[src/rtl/uart_loader_if.sv]
// Memory write port from the loader to the core's instruction/data memory.
// Loader drives a one-cycle strobe; the memory has no backpressure.
interface uart_loader_if #(
    parameter int ADDR_W = 12
);
    logic              mem_we;
    logic [ADDR_W-1:0] mem_addr;
    logic [31:0]       mem_wdata;

    modport master (output mem_we, output mem_addr, output mem_wdata);
    modport slave  (input  mem_we, input  mem_addr, input  mem_wdata);
endinterface

[src/rtl/uart_loader.sv]
// UART 8N1 program loader: length header + little-endian words into memory, then releases cpu_hold.
// Write strobe fires one cycle after the last byte of each word; no backpressure (memory must accept every strobe).
module uart_loader #(
    parameter int CLKS_PER_BIT = 434,
    parameter int MEM_WORDS    = 2056,
    parameter int ADDR_W       = 12
) (
    input  logic            clk,
    input  logic            reset,
    input  logic            ser_rx,
    uart_loader_if.master   mem,
    output logic            cpu_hold,
    output logic            load_done,
    output logic            load_err
);
    localparam int CW = $clog2(CLKS_PER_BIT);
    localparam logic [CW-1:0] HALF_M1 = CW'(CLKS_PER_BIT / 2 - 1);
    localparam logic [CW-1:0] FULL_M1 = CW'(CLKS_PER_BIT - 1);

    typedef enum logic [1:0] {R_IDLE, R_START, R_DATA, R_STOP} rx_state_t;
    typedef enum logic [1:0] {L_LEN, L_DATA, L_DONE, L_ERR} ld_state_t;

    logic rx_meta, rx;

    rx_state_t r_st, r_nxt;
    logic [CW-1:0] cnt, cnt_nxt;
    logic [2:0]    bit_cnt, bit_nxt;
    logic [7:0]    sh, sh_nxt;
    logic          byte_valid, bv_nxt;
    logic          frame_bad, fb_nxt;

    ld_state_t l_st, l_nxt;
    logic [1:0]        bc, bc_nxt;
    logic [23:0]       asm_q, asm_nxt;
    logic [31:0]       len, len_nxt;
    logic [ADDR_W-1:0] idx, idx_nxt;
    logic              we, we_nxt;
    logic [ADDR_W-1:0] addr, addr_nxt;
    logic [31:0]       wdata, wdata_nxt;
    logic [31:0]       full_word;

    always_ff @(posedge clk) begin
        if (reset) begin
            rx_meta <= 1'b1;
            rx      <= 1'b1;
        end else begin
            rx_meta <= ser_rx;
            rx      <= rx_meta;
        end
    end

    always_ff @(posedge clk) begin
        if (reset) begin
            r_st       <= R_IDLE;
            cnt        <= '0;
            bit_cnt    <= '0;
            sh         <= '0;
            byte_valid <= 1'b0;
            frame_bad  <= 1'b0;
        end else begin
            r_st       <= r_nxt;
            cnt        <= cnt_nxt;
            bit_cnt    <= bit_nxt;
            sh         <= sh_nxt;
            byte_valid <= bv_nxt;
            frame_bad  <= fb_nxt;
        end
    end

    // Sampling points: mid start bit, then one bit period apart.
    always_comb begin
        r_nxt   = r_st;
        cnt_nxt = cnt + 1'b1;
        bit_nxt = bit_cnt;
        sh_nxt  = sh;
        bv_nxt  = 1'b0;
        fb_nxt  = 1'b0;
        case (r_st)
            R_IDLE: begin
                cnt_nxt = '0;
                if (!rx) begin
                    r_nxt   = R_START;
                    bit_nxt = '0;
                end
            end
            R_START: begin
                if (cnt == HALF_M1) begin
                    cnt_nxt = '0;
                    r_nxt   = rx ? R_IDLE : R_DATA;
                end
            end
            R_DATA: begin
                if (cnt == FULL_M1) begin
                    cnt_nxt = '0;
                    sh_nxt  = {rx, sh[7:1]};
                    bit_nxt = bit_cnt + 3'd1;
                    if (bit_cnt == 3'd7)
                        r_nxt = R_STOP;
                end
            end
            R_STOP: begin
                if (cnt == FULL_M1) begin
                    cnt_nxt = '0;
                    r_nxt   = R_IDLE;
                    bv_nxt  = rx;
                    fb_nxt  = !rx;
                end
            end
            default: r_nxt = R_IDLE;
        endcase
    end

    always_ff @(posedge clk) begin
        if (reset) begin
            l_st  <= L_LEN;
            bc    <= '0;
            asm_q <= '0;
            len   <= '0;
            idx   <= '0;
            we    <= 1'b0;
            addr  <= '0;
            wdata <= '0;
        end else begin
            l_st  <= l_nxt;
            bc    <= bc_nxt;
            asm_q <= asm_nxt;
            len   <= len_nxt;
            idx   <= idx_nxt;
            we    <= we_nxt;
            addr  <= addr_nxt;
            wdata <= wdata_nxt;
        end
    end

    assign full_word = {sh, asm_q};

    // Header and data words share one byte shifter; bc wraps every 4 bytes.
    always_comb begin
        l_nxt     = l_st;
        bc_nxt    = bc;
        asm_nxt   = asm_q;
        len_nxt   = len;
        idx_nxt   = idx;
        we_nxt    = 1'b0;
        addr_nxt  = addr;
        wdata_nxt = wdata;
        case (l_st)
            L_LEN: begin
                if (byte_valid) begin
                    bc_nxt  = bc + 2'd1;
                    asm_nxt = {sh, asm_q[23:8]};
                    if (bc == 2'd3) begin
                        len_nxt = full_word;
                        idx_nxt = '0;
                        if (full_word == 32'd0)
                            l_nxt = L_DONE;
                        else if (full_word > 32'(MEM_WORDS))
                            l_nxt = L_ERR;
                        else
                            l_nxt = L_DATA;
                    end
                end
                if (frame_bad)
                    l_nxt = L_ERR;
            end
            L_DATA: begin
                if (we) begin
                    idx_nxt = idx + 1'b1;
                    if (32'(idx) == len - 32'd1)
                        l_nxt = L_DONE;
                end
                if (byte_valid) begin
                    bc_nxt  = bc + 2'd1;
                    asm_nxt = {sh, asm_q[23:8]};
                    if (bc == 2'd3) begin
                        we_nxt    = 1'b1;
                        addr_nxt  = idx;
                        wdata_nxt = full_word;
                    end
                end
                if (frame_bad)
                    l_nxt = L_ERR;
            end
            L_DONE:  l_nxt = L_DONE;
            L_ERR:   l_nxt = L_ERR;
            default: l_nxt = L_ERR;
        endcase
    end

    assign mem.mem_we    = we;
    assign mem.mem_addr  = addr;
    assign mem.mem_wdata = wdata;
    assign cpu_hold      = (l_st != L_DONE);
    assign load_done     = (l_st == L_DONE);
    assign load_err      = (l_st == L_ERR);
endmodule

[src/flat_wrapper.sv]
// flat-port wrapper written by rule: the top's interface ports become plain ports
module uart_loader_flat 
#(
    parameter int CLKS_PER_BIT = 434,
    parameter int MEM_WORDS    = 2056,
    parameter int ADDR_W       = 12
)
  (clk, reset, ser_rx, cpu_hold, load_done, load_err, mem_mem_we, mem_mem_addr, mem_mem_wdata);
  uart_loader_if #(.ADDR_W(ADDR_W)) mem_i ();
  input  logic clk;
  input  logic reset;
  input  logic ser_rx;
  output logic cpu_hold;
  output logic load_done;
  output logic load_err;
  output wire logic [$bits(mem_i.mem_we)-1:0] mem_mem_we;
  output wire logic [$bits(mem_i.mem_addr)-1:0] mem_mem_addr;
  output wire logic [$bits(mem_i.mem_wdata)-1:0] mem_mem_wdata;
  assign mem_mem_we = mem_i.mem_we;
  assign mem_mem_addr = mem_i.mem_addr;
  assign mem_mem_wdata = mem_i.mem_wdata;
  uart_loader #(.CLKS_PER_BIT(CLKS_PER_BIT), .MEM_WORDS(MEM_WORDS), .ADDR_W(ADDR_W)) u_core (.clk(clk), .reset(reset), .ser_rx(ser_rx), .mem(mem_i), .cpu_hold(cpu_hold), .load_done(load_done), .load_err(load_err));
endmodule
[config.mk]
export PLATFORM = sky130hd
export DESIGN_NAME = uart_loader_flat
export DESIGN_NICKNAME = d
export VERILOG_FILES = /design/src/rtl/uart_loader_if.sv /design/src/rtl/uart_loader.sv /design/src/flat_wrapper.sv
export SDC_FILE = /design/constraint.sdc
export NUM_CORES = 1
export LEC_CHECK = 0
export ABC_CLOCK_PERIOD_IN_PS = 2600
export BUFFER_PORTS_ARGS = -buffer_cell sky130_fd_sc_hd__buf_2
export CAP_MARGIN = 20
export CELL_PAD_IN_SITES_DETAIL_PLACEMENT = 1
export CELL_PAD_IN_SITES_GLOBAL_PLACEMENT = 1
export CORE_AREA = 3 3 129 131
export CTS_BUF_LIST = sky130_fd_sc_hd__clkbuf_2
export DETAILED_ROUTE_END_ITERATION = 8
export DIE_AREA = 0 0 132 134
export PLACE_DENSITY_LB_ADDON = 0.15
export SLEW_MARGIN = 20
export SYNTH_ARGS = -nofsm -noshare
export SYNTH_HDL_FRONTEND = slang
export SYNTH_SLANG_ARGS = --single-unit
export TNS_END_PERCENT = 20
[constraint.sdc]
create_clock -name clk -period 2.6 [get_ports clk]
set_input_delay 0.65 -clock clk [delete_from_list [all_inputs] [get_ports clk]]
set_output_delay 0.65 -clock clk [all_outputs]
set_load 0.005 [all_outputs]
======== Word level (Yosys, flattened, before mapping) ========
Cells that the tools add are included.
operators by class
  reduce and logical (&&, ||, !) cells .... 18
  mux-type cells .......................... 27
  bitwise operators ....................... 4
  equal/unequal tests ..................... 24
  add/sub/neg operators ................... 5
  $lt $le $gt $ge ......................... 1
operators with widths
  cell                                                             count
  2-to-1 mux 12 bit                                                3
  == test 12 x 32 -> 1 bit                                         1
  greater-than comparator 32 x 12 -> 1 bit, second input constant  1
  logical NOT 32 bit                                               1
  subtractor 32 x 1 -> 32 bit, second input constant               1
  2-to-1 mux 2 bit                                                 14
  one-hot mux 9 bit (3 select lines)                               1
  one-hot mux 12 bit (2 select lines)                              1
  2-to-1 mux 9 bit                                                 2
  one-hot mux 2 bit (4 select lines)                               2
  inequality test 2 x 1 -> 1 bit, second input constant            7
  adder 12 x 1 -> 12 bit, second input constant                    1
  inequality test 3 x 1 -> 1 bit, second input constant            4
  == test 2 bit, second input constant                             5
  adder 9 x 1 -> 9 bit, second input constant                      1
  == test 9 x 8 -> 1 bit, second input constant                    1
  == test 9 bit, second input constant                             1
  AND reduction 3 bit                                              3
  AND reduction 4 bit                                              2
  2-to-1 mux 3 bit                                                 2
  one-hot mux 3 bit (2 select lines)                               1
  OR reduction 3 bit                                               2
  AND reduction 5 bit                                              1
  == test 2 x 1 -> 1 bit, second input constant                    2
  11 further kinds                                                 19
word-level totals
  word-level logic and storage cells ...... 95
  bits in registers ....................... 143

======== Depth between registers and ports, before layout ========
Gate-level depths: netlist (run 1).
  depth after elaboration ................. 7
  mapped depth ............................ 8

======== Least setup slack after synthesis (run 1) ========
OpenSTA, ideal clock, no wires.
  path kind ............................... flip-flop to flip-flop
  start ................................... register u_core.len[4]
  end ..................................... register u_core.l_st[0]
  period minus slack after synthesis ...... 2.287 ns
  required time ........................... 2.476 ns
  slack ................................... 0.313 ns
  data arrival time ....................... 2.163 ns
  cell stages (with the launch flop) ...... 9
  path through ............................ dfxtp_1 -> buf_6 -> or4_1 -> buf_2 -> or4_4 -> a211oi_2 -> nor2_1 -> nor4_1 -> a21oi_1
on the way
  word-level cells in the longest chain between the ends .. 4
ends and longest elaborated chain
  item                                      RTL line            source
  start: declaration                        uart_loader.sv:35   logic [31:0] len, len_nxt;
  start signal: assignment                  uart_loader.sv:127  len <= len_nxt;
  subtractor 32 x 1 -> 32 bit               uart_loader.sv:169  if (32'(idx) == len - 32'd1)
  == test 12 x 32 -> 1 bit                  uart_loader.sv:169
  inequality test 3 x 1 -> 1 bit (no line)  n/a
  AND reduction 4 bit (no line)             n/a
  end signal: assignment                    uart_loader.sv:124  l_st <= l_nxt;
  end: declaration                          uart_loader.sv:32   ld_state_t l_st, l_nxt;
Every way passes these cells.
A chain may end at the register's enable or synchronous reset.

======== Worst setup path in the final report (run 1) ========
  start ................................... register u_core.len[16]
  end ..................................... register u_core.l_st[1]
The elaborated chain is that of the path after synthesis.

==> impl_metrics.env, run 1 <==
export IMPL_power_internal_mw=2.64
export IMPL_synth_top_cells_by_count="235 x nand2_1, 143 x dfxtp_1, 118 x a21oi_1"
export IMPL_syn_area_per_cell_sq_um=7.80
export IMPL_setup_ws_ns=0.136
export IMPL_worst_slew_pin_transition_ns=0.565
export IMPL_pwr_share_seq=0.635
export IMPL_yosysUniqueCellTypes=59
export IMPL_drv_slew=0
export IMPL_ys_seq_elements=143
export IMPL_dp_slack_ns=0.192
export IMPL_drc=0
export IMPL_dp_hpwl_microns=12300
export IMPL_synthTopCellsByArea="dfxtp_1 46%, nand2_1 14%, a21oi_1 9.5%"
export IMPL_crit_type="reg -> reg"
export IMPL_final_cells=1060
export IMPL_hold_slack_ns=0.124
export IMPL_grt_first_pass_wirelength_microns=29200
export IMPL_wl_per_cell_microns=15.9
export IMPL_syn_area_sq_mm=0.00620
export IMPL_grt_usage=0.202
export IMPL_netlist_instances=795
export IMPL_cts_buffer_depth=2
export IMPL_clk_pin_slew_worst_paths_ns=0.18
export IMPL_arrival_ns=3.08
export IMPL_synth_flop_cell="dfxtp_1"
export IMPL_min_path_type="in -> reg"
export IMPL_powerDensity_mw_per_mm2=504
export IMPL_antenna_left=0
export IMPL_row_count=46
export IMPL_diodes=0
export IMPL_place_area_sq_mm=0.00665
export IMPL_cts_tree="done"
export IMPL_h_tree_depth=4
export IMPL_final_util=0.438
export IMPL_clkPwrFrac=0.351
export IMPL_first_iter_violations=274
export IMPL_startpoint_type="flip-flop"
export IMPL_slew_headroom=0.621
export IMPL_min_period_ns=2.46
export IMPL_hold_viol=0
export IMPL_swShare=0.238
export IMPL_initial_core_util=0.395
export IMPL_synth_edf_count=0
export IMPL_syn_to_final_growth_pct=10.9
export IMPL_async_flop_share=0
export IMPL_rsz0062_at_grt="no"
export IMPL_place_gp_congestion=0.888
export IMPL_yosys_warnings=0
export IMPL_startpoint="u_core.len[16]"
export IMPL_synth_most_common_cell="nand2_1"
export IMPL_io_buffers=50
export IMPL_cts_root_buf="clkbuf_2"
export IMPL_critPathRequiredTime_ns=3.22
export IMPL_total_power_mw=3.47
export IMPL_ios=51
export IMPL_nets=842
export IMPL_grt_max_degree=46
export IMPL_power_leakage_nw=2.43
export IMPL_setup_viol=0
export IMPL_dp_cells=1028
export IMPL_netlist_top_cell_by_area="dfxtp_1"
export IMPL_vias=5534
export IMPL_vias_per_cell=5.22
export IMPL_die_h_microns=134
export IMPL_seq_area_frac_synth=0.461
export IMPL_drive_gt1_frac=0.139
export IMPL_p_sw_mw=0.826
export IMPL_crit_path_max_fanout=5
export IMPL_status="completed"
export IMPL_drt_pass1_iter_count=4
export IMPL_max_freq_ghz=0.406
export IMPL_syn_nets=806
export IMPL_design_area_sq_mm=0.00688
export IMPL_grt_pass1_vias=5707
export IMPL_cts_made_buffers=17
export IMPL_clk_latency_ns=0.71
export IMPL_grt_overflow_total=0
export IMPL_p_comb_frac=0.014
export IMPL_setup_tns_ns=0
export IMPL_hold_start="ser_rx"
export IMPL_r2r_start="u_core.len[16]"
export IMPL_fin_worst_skew_ns=0.0293
export IMPL_peakVddDrop_v=0.000346
export IMPL_synthDominantCellAreaShare=0.461
export IMPL_maxCapViolCount=0
export IMPL_hold_buffers=0
export IMPL_finalCritPeriodShare=0.948
export IMPL_antenna_found_initial=0
export IMPL_die_x_microns=132
export IMPL_wirelength_microns=16900
export IMPL_crit_path_end_kind="flip-flop"
export IMPL_clock_sinks=143
export IMPL_design_die_area_sq_mm=0.0177
export IMPL_core_area_sq_mm=0.0157
-- worst max-delay path, cell delays in order (launching register included) --
cell       delay, ns
dfxtp_1         0.38
or4_4           0.56
or3_4           0.37
o41ai_1         0.40
o2111ai_1       0.18
or2_1           0.27
o31ai_2         0.22
-- registers in the layout (all words and copies together), names as in the netlist, 3 cells and up, named ones only --
name                  cells
u_core.len               32
u_core.mem.mem_wdata     32
u_core.asm_q             24
u_core.idx               12
u_core.mem.mem_addr      12
u_core.cnt                9
u_core.sh                 8
u_core.bit_cnt            3
-- worst paths after layout --
kind               endpoint  slack (ns)  cells after the start
max          u_core.l_st[1]        0.14                      6
min          u_core.rx_meta        0.12                      2
max reg2reg  u_core.l_st[1]        0.14                      6
min reg2reg       u_core.rx        0.45                      1
-- area by class of cell --
cell class	instances	area, sq um
Fill cell	1981	8830
Tap cell	216	270
Inverter	11	41.3
Clock inverter	13	121
Multi-Input combinational cell	590	3100
Timing Repair Buffer	68	388
Clock buffer	19	95.1
Sequential cell	143	2860
-- power by group through the flow --
stage	clock, mW	sequential, mW	combinational [mW]
2_1_floorplan	0	2.24	0.0372
5_1_grt	1.38	2.20	0.0551
3_3_place_gp	0	2.24	0.0480
3_5_place_dp	0	2.24	0.0498
6_report	1.22	2.20	0.0484
4_1_cts	1.28	2.20	0.0500
-- what timing repair did --
item,CTS,global route
setup endpoints to repair,0,2
gates resized for setup,0,2
setup buffers,0,0
-- layer usage --
layer	track usage	routed length (microns)	share of wire
met1	0.261	8000	0.47
met3	0.0353	391	0.023
met5	0	0	0
met4	0.0770	348	0.021
met2	0.338	8160	0.48
-- kinds of logic after synthesis --
| kind of cell | after synthesis | share of synthesized area |
|---|---|---|
| AND/OR/NAND/NOR | 388 | 0.284 |
| buffers and inverters | 62 | 0.0438 |
| flip-flops | 143 | 0.461 |
| adder cells (fa/ha/maj) | 8 | 0.0161 |
| multiplexers | 3 | 0.00484 |
| AO/OA/AOI/OAI | 159 | 0.145 |
| XOR/XNOR | 32 | 0.0452 |
-- cells in the final DEF (no fill, tap or decap), types with 3 or more instances in the layout --
master and count:
nor3_1 11, o31ai_1 5, clkinv_1 3, xor2_1 13
a31oi_1 5, a21oi_1 118, buf_4 19, clkinv_2 5
nand2b_1 8, buf_2 49, ha_1 8, dfxtp_1 143
nand3_1 16, nand2_1 235, mux2i_1 3, nor2b_1 3
inv_1 11, nand4_1 9, xnor2_1 19, nor2_1 52
nor4_1 16, clkbuf_2 19, o41ai_1 3, nor4_2 3
o21ai_0 6, a22oi_1 4, or2_2 5, or4_4 3
No activity file was read; power rests on OpenSTA's default activity.
==> run 2, diff against run 1 <==
--- a/config.mk
+++ b/config.mk
@@ -9,11 +9,11 @@
 export BUFFER_PORTS_ARGS = -buffer_cell sky130_fd_sc_hd__buf_2
 export CAP_MARGIN = 20
 export CELL_PAD_IN_SITES_DETAIL_PLACEMENT = 1
-export CELL_PAD_IN_SITES_GLOBAL_PLACEMENT = 1
-export CORE_AREA = 3 3 129 131
+export CELL_PAD_IN_SITES_GLOBAL_PLACEMENT = 2
+export CORE_AREA = 3 3 134 136
 export CTS_BUF_LIST = sky130_fd_sc_hd__clkbuf_2
 export DETAILED_ROUTE_END_ITERATION = 8
-export DIE_AREA = 0 0 132 134
+export DIE_AREA = 0 0 137 139
 export PLACE_DENSITY_LB_ADDON = 0.15
 export SLEW_MARGIN = 20
 export SYNTH_ARGS = -nofsm -noshare
==> run 2 against run 1 <==
Count of clock-buffer cells in the layout down 2. Non-clock buffer count up 5. Largest power group unchanged. Largest cell class unchanged. Combinational power up 2%. Register-to-register slack better by 0.05 ns. Clock power up 20%. Utilization down 2.7 points. Total power up 7.3%. Critical endpoint unchanged. Highest routed layer unchanged.
==> impl_metrics.env, run 2 (synthesis gave the netlist of run 1 again) <==
export IMPL_status="completed"
export IMPL_crit_buf_inv=0
export IMPL_critPathMaxStageDelay_ns=0.55
export IMPL_antenna_left=0
export IMPL_clk_latency_ns=0.73
export IMPL_worst_slew_pin_transition_ns=0.604
export IMPL_finalCritPeriodShare=0.928
export IMPL_cts_root_buf="clkbuf_2"
export IMPL_drive_gt1_frac=0.150
export IMPL_place_gp_congestion=0.869
export IMPL_row_count=48
export IMPL_maxCapViolCount=0
export IMPL_nets=847
export IMPL_initial_core_util=0.364
export IMPL_peakVddDrop_v=0.000264
export IMPL_min_path_cells=2
export IMPL_pwr_share_seq=0.591
export IMPL_critPathRequiredTime_ns=3.25
export IMPL_grt_overflow_total=0
export IMPL_clk_pin_slew_worst_paths_ns=0.21
export IMPL_total_power_mw=3.72
export IMPL_crit_path_max_fanout=5
export IMPL_wirelength_microns=18000
export IMPL_design_die_area_sq_mm=0.0190
export IMPL_final_cells=1075
export IMPL_die_h_microns=139
export IMPL_crit_path_end_kind="flip-flop"
export IMPL_swShare=0.238
export IMPL_first_iter_violations=268
export IMPL_syn_to_final_growth_pct=12.9
export IMPL_cts_made_buffers=17
export IMPL_grt_pass1_vias=5659
export IMPL_cts_buffer_depth=2
export IMPL_fin_worst_skew_ns=0.0343
export IMPL_dp_hpwl_microns=12800
export IMPL_powerDensity_mw_per_mm2=531
export IMPL_r2r_end="u_core.l_st[1]"
export IMPL_drt_pass1_iter_count=4
export IMPL_arrival_ns=3.06
export IMPL_core_area_sq_mm=0.0171
export IMPL_design_area_sq_mm=0.00701
export IMPL_vias=5537
export IMPL_drc=0
export IMPL_p_comb_frac=0.013
export IMPL_r2r_setup_slack_ns=0.19
export IMPL_clock_sinks=143
export IMPL_vias_per_cell=5.15
export IMPL_crit_type="reg -> reg"
export IMPL_slew_headroom=0.594
export IMPL_final_common_cell="nand2_1"
export IMPL_wl_per_cell_microns=16.8
export IMPL_die_x_microns=137
export IMPL_r2r_start="u_core.len[16]"
export IMPL_drv_slew=0
export IMPL_clkPwrFrac=0.395
export IMPL_min_period_ns=2.41
export IMPL_setup_tns_ns=0
export IMPL_antenna_found_initial=1
export IMPL_grt_usage=0.199
export IMPL_fill_cells=2133
export IMPL_min_path_type="in -> reg"
export IMPL_h_tree_depth=4
export IMPL_hold_start="ser_rx"
export IMPL_cpMaxStageDelayCell="or4_4"
export IMPL_grt_max_degree=44
export IMPL_final_util=0.411
export IMPL_max_freq_ghz=0.414
export IMPL_cp_cell_sequence="or4_4 > or3_4 > o41ai_2 > o2111ai_1 > or2_1 > o31ai_2"
export IMPL_ios=51
export IMPL_startpoint_type="flip-flop"
export IMPL_setup_viol=0
export IMPL_final_cell_mix="235 x nand2_1, 141 x dfxtp_1, 118 x a21oi_1"
export IMPL_hold_viol=0
export IMPL_cp_depth=6
export IMPL_grt_first_pass_wirelength_microns=30100
export IMPL_rsz0062_at_grt="no"
export IMPL_cts_tree="done"
export IMPL_p_sw_mw=0.884
export IMPL_power_internal_mw=2.84
export IMPL_dp_cells=1040
export IMPL_r2r_cells=6
export IMPL_io_buffers=50
export IMPL_hold_end="u_core.rx_meta"
export IMPL_place_area_sq_mm=0.00669
export IMPL_power_leakage_nw=2.50
export IMPL_critPathTopFamily="simple AND/OR/NAND/NOR gates"
==> run 2: how the worst max path moves through the flow <==
stage | from | endpoint | slack, ns
floorplan | u_core.len[4] | u_core.l_st[0] | 0.31
global route | u_core.len[0] | u_core.l_st[1] | 0.02
finish | u_core.len[16] | u_core.l_st[1] | 0.19
CTS | u_core.len[0] | u_core.l_st[1] | 0.13
global placement | u_core.len[0] | u_core.l_st[0] | 0.27
detailed placement | u_core.len[0] | u_core.l_st[1] | 0.20
==> run 2: metal layers <==
metal | wire (microns) | track usage | part of all wire
met1 | 8560 | 0.265 | 0.48
met3 | 412 | 0.0334 | 0.023
met2 | 8730 | 0.327 | 0.48
met5 | 0 | 0 | 0
met4 | 307 | 0.0641 | 0.017
==> run 2: power by group through the flow <==
stage	combinational [mW]	clock [mW]	sequential, mW
floorplan	0.0372	0	2.24
global placement	0.0490	0	2.24
detailed placement	0.0501	0	2.24
CTS	0.0500	1.54	2.20
global route	0.0554	1.63	2.20
finish	0.0493	1.47	2.20
==> run 2: final cells by class <==
cell class	instances	area, sq um	area share
Inverter	11	41.3	0.00589
Clock buffer	17	85.1	0.0121
Multi-Input combinational cell	590	3110	0.444
Tap cell	225	282	0.0402
Sequential cell	143	2870	0.409
Timing Repair Buffer	73	425	0.0607
Clock inverter	14	190	0.0271
Antenna cell	2	5.00	0.000714
==> run 2: through the flow <==
step	hold slack (ns)	setup slack, ns
floorplan	0.389	0.313
global placement	0.391	0.267
detailed placement	0.402	0.197
CTS	0.0179	0.130
global route	0.0366	0.0236
finish	0.101	0.187
==> run 2: repair_timing <==
action                                  in CTS  in global routing
hold endpoints to repair                     0                  0
hold buffers                                 0                  0
gates resized for setup                      0                  6
setup buffers                                0                  2
endpoints found under the setup margin       0                  2
